## src/rtl/image_pkg.sv

```systemverilog
// rtl/image_pkg.sv - shared FSM states, pattern codes and coordinate width for the image timing generator
package image_pkg;

  localparam int COORD_W = 12;

  typedef enum logic [1:0] {
    IDLE   = 2'd0,
    ACTIVE = 2'd1,
    HBLANK = 2'd2,
    VBLANK = 2'd3
  } fsmState;

  localparam logic [1:0] PAT_SOLID   = 2'd0;
  localparam logic [1:0] PAT_RAMP    = 2'd1;
  localparam logic [1:0] PAT_CHECKER = 2'd2;
  localparam logic [1:0] PAT_COUNTER = 2'd3;

endpackage

```

## src/rtl/image_pattern_gen.sv

```systemverilog
// rtl/image_pattern_gen.sv - registered RGB888 test-pattern source
// Fed with next-cycle coordinates so its output lines up with the registered strobes.
module image_pattern_gen
  import image_pkg::*;
(
  input  logic               iClk,
  input  logic               iRst,
  input  logic               iActive,
  input  logic [COORD_W-1:0] iX,
  input  logic [COORD_W-1:0] iY,
  input  logic [7:0]         iFrame,
  input  logic [1:0]         iPattern,
  output logic [23:0]        oPixel
);

  always_ff @(posedge iClk) begin
    if (iRst || !iActive) begin
      oPixel <= 24'h000000;
    end else begin
      case (iPattern)
        PAT_SOLID:   oPixel <= 24'h808080;
        PAT_RAMP:    oPixel <= {iX[7:0], iX[7:0], iX[7:0]};
        PAT_CHECKER: oPixel <= (iX[3] ^ iY[3]) ? 24'hFFFFFF : 24'h000000;
        default:     oPixel <= {iFrame, iX[7:0], iY[7:0]};
      endcase
    end
  end

endmodule

```

## src/rtl/image_timing_gen.sv

```systemverilog
// rtl/image_timing_gen.sv - camera-style frame/line timing generator with built-in test patterns
module image_timing_gen
  import image_pkg::*;
#(
  parameter int WIDTH   = 640,
  parameter int HEIGHT  = 480,
  parameter int H_BLANK = 160,
  parameter int V_BLANK = 45
) (
  input  logic        iClk,
  input  logic        iRst,
  input  logic        iEnable,
  input  logic [1:0]  iPattern,
  output logic        oFrameValid,
  output logic        oLineValid,
  output logic [23:0] oPixel,
  output logic [15:0] oFrameCount
);

  localparam int LINE_LEN = WIDTH + H_BLANK;
  localparam int VB_LEN   = V_BLANK * LINE_LEN;
  localparam int BLANK_W  = $clog2(VB_LEN + 1);

  localparam logic [COORD_W-1:0] X_LAST  = COORD_W'(WIDTH - 1);
  localparam logic [COORD_W-1:0] Y_LAST  = COORD_W'(HEIGHT - 1);
  localparam logic [BLANK_W-1:0] HB_LAST = BLANK_W'(H_BLANK - 1);
  localparam logic [BLANK_W-1:0] VB_LAST = BLANK_W'(VB_LEN - 1);

  fsmState            state, nxtState;
  logic [COORD_W-1:0] x, y, nxtX, nxtY;
  logic [BLANK_W-1:0] blankCnt, nxtBlank;
  logic [1:0]         patSel, nxtPat;
  logic [15:0]        frameCount, nxtCount;
  logic               nxtFv, nxtLv;

  // Next-cycle values are computed here so the pattern source can register
  // a pixel for exactly the cycle in which oLineValid goes high.
  always_comb begin
    nxtState = state;
    nxtX     = x;
    nxtY     = y;
    nxtBlank = blankCnt;
    nxtFv    = oFrameValid;
    nxtLv    = oLineValid;
    nxtPat   = patSel;
    nxtCount = frameCount;
    case (state)
      IDLE: begin
        if (iEnable) begin
          nxtState = ACTIVE;
          nxtX     = '0;
          nxtY     = '0;
          nxtFv    = 1'b1;
          nxtLv    = 1'b1;
          nxtPat   = iPattern;
        end
      end
      ACTIVE: begin
        if (x == X_LAST) begin
          nxtState = HBLANK;
          nxtBlank = '0;
          nxtLv    = 1'b0;
        end else begin
          nxtX = x + 1'b1;
        end
      end
      HBLANK: begin
        if (blankCnt == HB_LAST) begin
          if (y < Y_LAST) begin
            nxtState = ACTIVE;
            nxtX     = '0;
            nxtY     = y + 1'b1;
            nxtLv    = 1'b1;
          end else begin
            // Frame-valid spans the last line's blanking, then drops here.
            nxtState = VBLANK;
            nxtBlank = '0;
            nxtFv    = 1'b0;
            nxtCount = frameCount + 1'b1;
          end
        end else begin
          nxtBlank = blankCnt + 1'b1;
        end
      end
      VBLANK: begin
        if (blankCnt == VB_LAST) begin
          nxtBlank = '0;
          nxtX     = '0;
          nxtY     = '0;
          if (iEnable) begin
            nxtState = ACTIVE;
            nxtFv    = 1'b1;
            nxtLv    = 1'b1;
            nxtPat   = iPattern;
          end else begin
            nxtState = IDLE;
          end
        end else begin
          nxtBlank = blankCnt + 1'b1;
        end
      end
      default: nxtState = IDLE;
    endcase
  end

  always_ff @(posedge iClk) begin
    if (iRst) begin
      state       <= IDLE;
      x           <= '0;
      y           <= '0;
      blankCnt    <= '0;
      patSel      <= PAT_SOLID;
      frameCount  <= 16'h0000;
      oFrameValid <= 1'b0;
      oLineValid  <= 1'b0;
    end else begin
      state       <= nxtState;
      x           <= nxtX;
      y           <= nxtY;
      blankCnt    <= nxtBlank;
      patSel      <= nxtPat;
      frameCount  <= nxtCount;
      oFrameValid <= nxtFv;
      oLineValid  <= nxtLv;
    end
  end

  assign oFrameCount = frameCount;

  image_pattern_gen uPattern (
    .iClk     (iClk),
    .iRst     (iRst),
    .iActive  (nxtLv),
    .iX       (nxtX),
    .iY       (nxtY),
    .iFrame   (frameCount[7:0]),
    .iPattern (nxtPat),
    .oPixel   (oPixel)
  );

endmodule

```

## config.mk

```make
export PLATFORM = sky130hd
export DESIGN_NAME = image_timing_gen
export DESIGN_NICKNAME = d
export VERILOG_FILES = /design/src/rtl/image_pkg.sv /design/src/rtl/image_pattern_gen.sv /design/src/rtl/image_timing_gen.sv
export SDC_FILE = /design/constraint.sdc
export NUM_CORES = 1
export LEC_CHECK = 0
export CORE_MARGIN = 3
export CORE_UTILIZATION = 56
export CTS_CLUSTER_DIAMETER = 200
export DETAILED_ROUTE_END_ITERATION = 8
export HOLD_SLACK_MARGIN = 0.05
export PLACE_DENSITY_LB_ADDON = 0.08
export SLEW_MARGIN = 20
export SYNTH_ARGS = -nofsm -noshare
export SYNTH_HDL_FRONTEND = slang
export SYNTH_SLANG_ARGS = --single-unit
```

## constraint.sdc

```tcl
create_clock -name iClk -period 3.4 [get_ports iClk]
set_input_delay 0.51 -clock iClk [delete_from_list [all_inputs] [get_ports iClk]]
set_output_delay 0.51 -clock iClk [all_outputs]
set_load 0.01 [all_outputs]
```

==> flow_summary_export.csv, run 1 <==
group,metric,value,unit
finish,multi_input_area,2396,sq um
drt,dr.pass1.iters,5,
placed_design,place_hpwl,8216,microns
power,comb_power_share,36.7,%
sta,post-route-min-period,3.155,ns
floorplanning,die_y,93.30,microns
synthesis,syn_inst,509,
power,powerDensity,555.6,nW/um^2
global_routing,grt_usage,26.60,%
sta,whs,0.4819,ns
finish,fillCellCount,595,
power,p_leak,1.839,nW
setup_path,slowest_stage,"o2111ai_2",
clock_network,cts.sinks,86,
finish,drive_above_1_share,8.348,%
global_routing,overflow,0,
clock_network,cts_resized,0,
clock_network,cts.clk_slew.worst_paths,0.09,ns
clock_network,ctsHoldBuffers,0,
synthesis,synthTopCellsByArea,"dfxtp_1 40%, nor2_1 5.8%, xor2_1 3.9%",
synthesis,yosys_warnings,0,
power,sw_frac_of_total,38.67,%
floorplanning,start_util,58.22,%
clock_network,clk-insertion-delay-late,0.36,ns
power,seqPwrFrac,39.3,%
finish,syn2layout_area_growth,18.18,%
setup_path,slowest_delay,0.64,ns
setup_path,required,3.66,ns
setup_path,crit_path_end_kind,"register",
drt,drtIter0Drc,221,
floorplanning,core,7331,sq um
synthesis,synth.most_common_cell,"dfxtp_1",
sta,tightestPinTransition,0.7995,ns
drt,vias_per_cell,5.992,
power,peakVddDrop,0.4081,mV
synthesis,synth_fp_nets,522,
setup_path,worstRegToRegCells,7,
drt,wl_per_cell,16.96,microns
sta,skew,0.01345,ns
setup_path,arrival,3.41,ns
drt,postRouteAntennaNets,0,
clock_network,post_cts_buffers,0,
synthesis,ys.flop_type,"dfxtp_1",
power,power.share.clock,24.1,%
synthesis,synth_cell_type_count,68,
floorplanning,die_width,93.30,microns
finish,diodes,0,
synthesis,netlist.area_leader.share,40.34,%
power,p_int,1.718,mW
synthesis,syn-mean-instance-area,8.385,sq um
sta,finalSetupTns,0,ns
clock_network,cts_root_buffer,"clkbuf_8",
worst_hold_path,hp-class,"register to register",
setup_path,worstReg2RegEnd,"uPattern.oPixel[1]",
power,total_power,2.802,mW
global_routing,antenna_found_initial,0,
sta,period_share,92.80,%
floorplanning,pin_count,47,
drt,drcViolationCount,0,
sta,max_slew_margin,46.70,%
setup_path,cp_cell_sequence,"or4_4, o41a_4, nor3_4, a31oi_2, and3_4, o2111ai_2, a21bo_2",
setup_path,crit_end,"uPattern.oPixel[1]",
synthesis,synth_top_area_cell,"dfxtp_1",
finish,fin_nets,571,
setup_path,r2r_start,"blankCnt[12]",
floorplanning,rows,31,
drt,drt_wl_total,11230,microns
clock_network,htree_num_levels,3,
drt,num_vias,3967,
setup_path,crit_start,"blankCnt[12]",
setup_path,cp-start-kind,"register",
synthesis,synth_edf_count,0,
global_routing,grt_max_degree,26,
clock_network,clock_path_buffers,2,
setup_path,critPathKind,"register to register",
synthesis,synth_top_cells_by_count,"86 x dfxtp_1, 66 x nor2_1, 39 x nand2_1, 27 x o21ai_0, 21 x nand3_1",
floorplanning,die_area,8705,sq um
synthesis,ys_ff_latch,86,
sta,finalHoldViolCount,0,
placed_design,portBuffers,46,
finish,seqCellArea,1722,sq um
synthesis,yosysSeqAreaShare,40.34,%
status,status,"finished, final reports clean",
sta,fmax,317.0,MHz
global_routing,grt_pass1_vias,3718,
setup_path,ff2ff_setup_slack,0.24,ns
power,p_switching,1.084,mW
clock_network,cts_buffers,9,
global_routing,grt_pass1_wl,18410,microns
flow_run,max_cap_violations,0,
setup_path,crit_fanout,22,
placed_design,routabilityCongestion,0.9461,
worst_hold_path,worstHoldStart,"y[10]",
synthesis,async_flop_share,0,%
clock_network,cts_tree,"built",
sta,setup_viol,0,
sta,final_max_slew_viol_count,0,
synthesis,synth_area,4268,sq um
sta,rsz0062_at_grt,"no",
-- routing by layer --
layer  track usage [%]  wire length, microns
met1             35.55                  5174
met2             42.88                  5266
met3             4.907                   556
met4             9.524                   229
met5                 0                     0
-- power by group through the flow --
stage	clock network, mW	logic, mW	registers (mW)
floorplan	0	0.652	1.13
global placement	0	1.00	1.12
detailed placement	0	1.01	1.12
CTS	0.690	1.02	1.10
global route	0.725	1.13	1.11
finish	0.674	1.03	1.10
-- cell families after synthesis --
kind of cell             synth area share, %
AND/OR/NAND/NOR                        27.12
AO/OA/AOI/OAI                          20.29
flip-flops                             40.34
buffers and inverters                  3.518
XOR/XNOR                               6.157
adder cells (fa/ha/maj)                2.345
multiplexers                          0.2345
-- per-stage QoR --
stage          area (sq um)  util [%]  cells  setup WS [ns]
2_1_floorplan          4268         -    509         0.8115
3_3_place_gp           4860     66.29    646         0.3386
3_5_place_dp           4860     66.29    646         0.2659
4_1_cts                5044     68.80    662         0.2531
5_1_grt                5044     68.80    662        0.04061
6_report               5044     68.80    662         0.2449
-- flip-flops by register name, indices dropped and copies added (netlist names) --
name and count:
uPattern.oPixel 24, oLineValid 1, patSel 2, x 12
blankCnt 16, y 12, oFrameCount 16, oFrameValid 1
state 2
-- cell type report --
class                           instances  area share [%]
Sequential cell                        86           34.14
Multi-Input combinational cell        387           47.51
Timing Repair Buffer                   60           11.21
Clock buffer                           11           2.803
Tap cell                               99           2.456
Clock inverter                          5          0.8435
Inverter                               14           1.042
-- cells in the final DEF, fill, tap and decap left out, drive strengths merged, types with 6 or more instances in the layout --
cell type,count
dfxtp,86
clkbuf,11
o21ai,31
nand3,21
nand2,40
nor2,66
a31oi,10
o31ai,8
nor3,20
and3,16
nand2b,6
nand4,16
ha,8
clkdlybuf4s50,46
a21oi,18
nor4,6
a21o,8
or3,7
nor2b,7
xnor2,11
xor2,19
buf,14
and2,7
inv,14
-- critical path: cells and delay by family, from the launching register on --
family          cells  cell delay, ns
compound gates      4            1.65
simple gates        3            1.04
flops               1            0.37
-- worst min path at each step --
stage / slack [ns] / cells after the start / endpoint
after floorplan: 0.43 / 1 / y[11]
after detailed placement: 0.46 / 1 / y[10]
final: 0.48 / 1 / y[10]
after global placement: 0.45 / 1 / y[11]
after global routing: 0.51 / 1 / y[11]
after CTS: 0.48 / 1 / y[10]
(Power assumes the default switching activity.)
==> run 2: changes to the inputs <==
--- a/config.mk
+++ b/config.mk
@@ -6,7 +6,7 @@
 export NUM_CORES = 1
 export LEC_CHECK = 0
 export CORE_MARGIN = 3
-export CORE_UTILIZATION = 56
+export CORE_UTILIZATION = 61
 export CTS_CLUSTER_DIAMETER = 200
 export DETAILED_ROUTE_END_ITERATION = 8
 export HOLD_SLACK_MARGIN = 0.05
==> constraint.sdc (replaced) <==
create_clock -name iClk -period 4 [get_ports iClk]
set_input_delay 0.6 -clock iClk [delete_from_list [all_inputs] [get_ports iClk]]
set_output_delay 0.6 -clock iClk [all_outputs]
set_load 0.01 [all_outputs]
==> flow_summary_export.csv, run 2 (synthesis gave the netlist of run 1 again) <==
group,metric,value,unit
finish,largest_register_ffs,24,
finish,fin_nets,560,
setup_path,crit_path_end_kind,"register",
floorplanning,rows,29,
placed_design,dp_slack,0.6750,ns
finish,syn2layout_area_growth,16.95,%
placed_design,place_inst,629,
placed_design,place_hpwl,7406,microns
flow_run,max_cap_violations,0,
global_routing,grt_pass1_wl,17670,microns
setup_path,required,4.26,ns
floorplanning,die_y,89.65,microns
finish,layout.cells.non_filler,645,
drt,postRouteAntennaNets,0,
clock_network,clock_path_buffers,2,
sta,rsz0062_at_grt,"no",
setup_path,critPathKind,"register to register",
setup_path,slowest_delay,0.70,ns
finish,diodes,0,
placed_design,portBuffers,46,
finish,final_cell_mix,"86 x dfxtp_1, 66 x nor2_1, 46 x clkdlybuf4s50_1",
finish,regMostFlops,"uPattern.oPixel",
setup_path,cp-start-kind,"register",
clock_network,cts.clk_slew.worst_paths,0.09,ns
worst_hold_path,hp-class,"register to register",
floorplanning,die_area,8036,sq um
power,p_leak,1.802,nW
sta,whs,0.4682,ns
drt,drtIter0Drc,346,
drt,dr.pass1.iters,5,
global_routing,overflow,0,
sta,max_slew_margin,39.05,%
global_routing,grt_usage,28.25,%
finish,post-route-util,76.00,%
setup_path,crit_start,"state[1]",
setup_path,slowest_stage,"nor2b_1",
clock_network,clk-insertion-delay-late,0.36,ns
clock_network,cts_resized,0,
setup_path,cp_cell_sequence,"inv_1, ha_1, nor2b_1, nor3_4, a31oi_2, a21oi_1, o2111ai_2, a21bo_2",
floorplanning,die_width,89.65,microns
sta,final_max_slew_viol_count,0,
power,peakVddDrop,0.4962,mV
global_routing,antenna_found_initial,0,
global_routing,grt_max_degree,43,
sta,finalSetupTns,0,ns
power,total_power,2.427,mW
finish,design_area,4991,sq um
floorplanning,start_util,64.98,%
sta,period_share,81.01,%
clock_network,cts_tree,"built",
clock_network,cts.sinks,86,
clock_network,cts_root_buffer,"clkbuf_8",
sta,setup_viol,0,
clock_network,post_cts_buffers,0,
worst_hold_path,worstHoldStart,"y[10]",
setup_path,r2r_start,"state[1]",
setup_path,crit_fanout,22,
drt,vias_per_cell,6.166,
sta,fmax,308.6,MHz
floorplanning,core,6568,sq um
sta,skew,0.007913,ns
global_routing,grt_pass1_vias,3731,
status,status,"finished, final reports clean",
drt,drt_wl_total,10500,microns
setup_path,arrival,3.50,ns
power,powerDensity,486.2,nW/um^2
floorplanning,pin_count,47,
clock_network,ctsHoldBuffers,0,
placed_design,place_area,4770,sq um
drt,num_vias,3977,
placed_design,routabilityCongestion,0.8825,
drt,wl_per_cell,16.27,microns
finish,final_common_cell,"dfxtp_1",
drt,drcViolationCount,0,
sta,setup_slack,0.7595,ns
sta,tightestPinTransition,0.9081,ns
sta,finalHoldViolCount,0,
finish,drive_above_1_share,6.703,%
clock_network,cts_buffers,9,
clock_network,htree_num_levels,3,
sta,post-route-min-period,3.240,ns
run 2: cell types whose count changed in the layout (fill, tap and decap cells not counted), sizes merged:
| cell | before | now |
|---|---|---|
| clkinv | 4 | 3 |
| clkinvlp | 1 | 2 |
| buf | 14 | 3 |
| bufinv | 0 | 2 |
| clkbuf | 11 | 9 |
run 2: report_power, final:
| group | internal [mW] | switching (mW) |
|---|---|---|
| clock network | 0.354 | 0.326 |
| logic | 0.268 | 0.543 |
| registers | 0.900 | 0.0354 |
| total | 1.52 | 0.905 |
run 2: worst paths after layout:
path / to / slack (ns) / cells past startpoint
setup reg to reg: uPattern.oPixel[1] / 0.76 / 8
setup / recovery: uPattern.oPixel[1] / 0.76 / 8
hold reg to reg: y[10] / 0.47 / 1
hold / removal: y[10] / 0.47 / 1
run 2: worst max-delay path, delay by kind of cell, from the launching register on:
family                   cells  cell delay [ns]
flip-flops                   1             0.35
AND/OR/NAND/NOR              2             0.79
adder cells (fa/ha/maj)      1             0.47
buffers and inverters        1             0.12
AO/OA/AOI/OAI                4             1.39
run 2: layer usage:
layer / wire [microns] / GRT usage, % / vias up
met2: 4920 / 44.28 / 176
met3: 707 / 6.296 / 21
met4: 228 / 9.472 / 0
li1: - / - / 1929
met5: 0 / 0 / -
met1: 4639 / 38.56 / 1851
run 2: cell type report:
cell class	count	area (sq um)
clock inverter	7	97.59
tap	93	116.4
multi-input combinational	387	2396
sequential	86	1722
inverter	14	52.55
timing repair buffer	49	483.0
clock buffer	9	123.9
fill	490	1577
==> run 3: changes to the inputs <==
--- a/config.mk
+++ b/config.mk
@@ -6,7 +6,7 @@
 export NUM_CORES = 1
 export LEC_CHECK = 0
 export CORE_MARGIN = 3
-export CORE_UTILIZATION = 61
+export CORE_UTILIZATION = 51
 export CTS_CLUSTER_DIAMETER = 200
 export DETAILED_ROUTE_END_ITERATION = 8
 export HOLD_SLACK_MARGIN = 0.05
==> constraint.sdc (replaced) <==
create_clock -name iClk -period 2.6 [get_ports iClk]
set_input_delay 0.39 -clock iClk [delete_from_list [all_inputs] [get_ports iClk]]
set_output_delay 0.39 -clock iClk [all_outputs]
set_load 0.01 [all_outputs]
==> flow_summary_export.csv, run 3 (synthesis gave the netlist of run 1 again) <==
group,metric,value,unit
status,status,"complete, but fails checks",
status,violations,"setup timing",
drt,drcViolationCount,0,
setup_path,r2r_start,"blankCnt[12]",
power,total_power,4.271,mW
drt,drt_wl_total,11720,microns
finish,regMostFlops,"uPattern.oPixel",
finish,final_cell_mix,"84 x dfxtp_1, 66 x nor2_1, 65 x buf_4",
floorplanning,die_y,97.48,microns
clock_network,cts.clk_slew.worst_paths,0.10,ns
sta,max_slew_margin,64.51,%
power,power.share.clock,26.0,%
clock_network,cts.sinks,86,
setup_path,cp-start-kind,"register",
global_routing,grt_pass1_vias,3977,
power,seqPwrFrac,33.5,%
floorplanning,die_area,9502,sq um
sta,setup_slack,-0.05819,ns
finish,fin_nets,627,
setup_path,ff2ff_setup_slack,-0.06,ns
drt,drtIter0Drc,253,
drt,vias_per_cell,5.888,
global_routing,grt_max_degree,26,
global_routing,grt_pass1_wl,19040,microns
clock_network,htree_num_levels,3,
flow_run,max_cap_violations,0,
setup_path,worstRegToRegCells,8,
clock_network,clk-insertion-delay-late,0.37,ns
clock_network,cts_tree,"built",
setup_path,crit_start,"blankCnt[12]",
floorplanning,rows,32,
sta,finalHoldViolCount,0,
drt,num_vias,4245,
clock_network,cts_buffers,9,
global_routing,antenna_found_initial,0,
setup_path,crit_path_end_kind,"register",
setup_path,worstReg2RegEnd,"uPattern.oPixel[1]",
floorplanning,pin_count,47,
power,p_int,2.677,mW
global_routing,grt_usage,24.03,%
setup_path,path_buf_inv,1,
power,peakVddDrop,0.3842,mV
finish,final_common_cell,"dfxtp_1",
sta,skew,0.009073,ns
sta,post-route-min-period,2.658,ns
drt,dr.pass1.iters,5,
sta,rsz0062_at_grt,"yes",
clock_network,cts_root_buffer,"clkbuf_8",
setup_path,slowest_delay,0.55,ns
setup_path,critPathKind,"register to register",
setup_path,crit_end,"uPattern.oPixel[1]",
setup_path,required,2.87,ns
sta,final_max_slew_viol_count,0,
placed_design,portBuffers,46,
finish,largest_register_ffs,24,
drt,wl_per_cell,16.25,microns
power,sw_frac_of_total,37.32,%
setup_path,cp_cell_sequence,"or4_4, o41a_4, nor3_4, a31oi_4, and3_4, o2111ai_4, buf_6, a21bo_2",
finish,syn2layout_area_growth,32.25,%
finish,drive_above_1_share,19.22,%
sta,tightestPinTransition,0.5255,ns
finish,post-route-util,71.20,%
power,p_leak,2.168,nW
clock_network,clock_path_buffers,2,
setup_path,crit_fanout,5,
worst_hold_path,hp-class,"register to register",
floorplanning,core,7928,sq um
sta,period_share,102.2,%
placed_design,place_hpwl,8489,microns
power,powerDensity,756.8,nW/um^2
global_routing,overflow,0,
power,p_switching,1.594,mW
setup_path,slowest_stage,"or4_4",
setup_path,path_depth,8,
sta,setup_viol,7,
sta,fmax,376.2,MHz
placed_design,routabilityCongestion,0.9522,
floorplanning,start_util,53.84,%
floorplanning,die_width,97.48,microns
placed_design,dp_slack,-0.04395,ns
drt,postRouteAntennaNets,0,
setup_path,cp_top_family,"compound AO/OA/AOI/OAI gates",
power,comb_power_share,40.4,%
finish,diodes,0,
setup_path,arrival,2.93,ns
-- run 3: cell types whose count changed in the layout (fill, tap and decap cells not counted), sizes merged --
cell	change
buf	+66
clkinv	-1
clkinvlp	-1
inv	+2
nand2	+1
-- run 3: timing repair --
| item | CTS | global route |
|---|---|---|
| hold buffers | 0 | 0 |
| pin swaps | 2 | 2 |
| endpoints found under the setup margin | 21 | 29 |
| gates cloned | 0 | 1 |
| setup buffers | 1 | 4 |
| hold endpoints to repair | 0 | 0 |
| gates resized for setup | 7 | 21 |
-- run 3: cell type report --
class	instances	area, sq um
clock inverters	7	112.6
inverters	14	52.55
well taps	102	127.6
clock buffers	9	123.9
multi-input cells	388	2501
flip-flops and latches	86	1724
fillers	640	2283
repair buffers	115	1002
-- run 3: worst min path at each step --
stage | startpoint | end | cells past startpoint
floorplan | y[11] | y[11] | 1
global placement | y[11] | y[11] | 1
detailed placement | y[11] | y[11] | 1
CTS | y[11] | y[11] | 1
global route | y[10] | y[10] | 1
finish | y[11] | y[11] | 1
-- run 3: metrics by stage --
stage | instances | setup TNS [ns] | cell area, sq um | hold WS, ns
floorplan | 509 | 0 | 4268 | 0.4308
global placement | 699 | -0.0004898 | 5251 | 0.4478
detailed placement | 699 | -0.2335 | 5251 | 0.4489
CTS | 716 | -0.03648 | 5535 | 0.4737
global route | 721 | -1.774 | 5644 | 0.4814
finish | 721 | -0.1129 | 5644 | 0.4687
-- run 3: worst register-to-register path, stage by stage, from the launching register on --
cell	delay, ns
dfxtp_1	0.32
or4_4	0.55
o41a_4	0.52
nor3_4	0.25
a31oi_4	0.13
and3_4	0.18
o2111ai_4	0.25
buf_6	0.16
a21bo_2	0.21
-- run 3: layer usage --
layer	up-vias	wire, microns	global-route usage, %
met5	-	0	0
met4	0	279	7.881
met3	28	650	3.374
met2	148	5581	40.33
met1	2005	5204	31.75
li1	2064	-	-
-- run 3: power groups by stage --
stage,clock (mW),combinational (mW),sequential (mW)
after floorplan,0,0.852,1.47
after global placement,0,1.55,1.46
after detailed placement,0,1.57,1.46
after CTS,1.13,1.62,1.43
after global routing,1.17,1.86,1.44
final,1.11,1.73,1.43
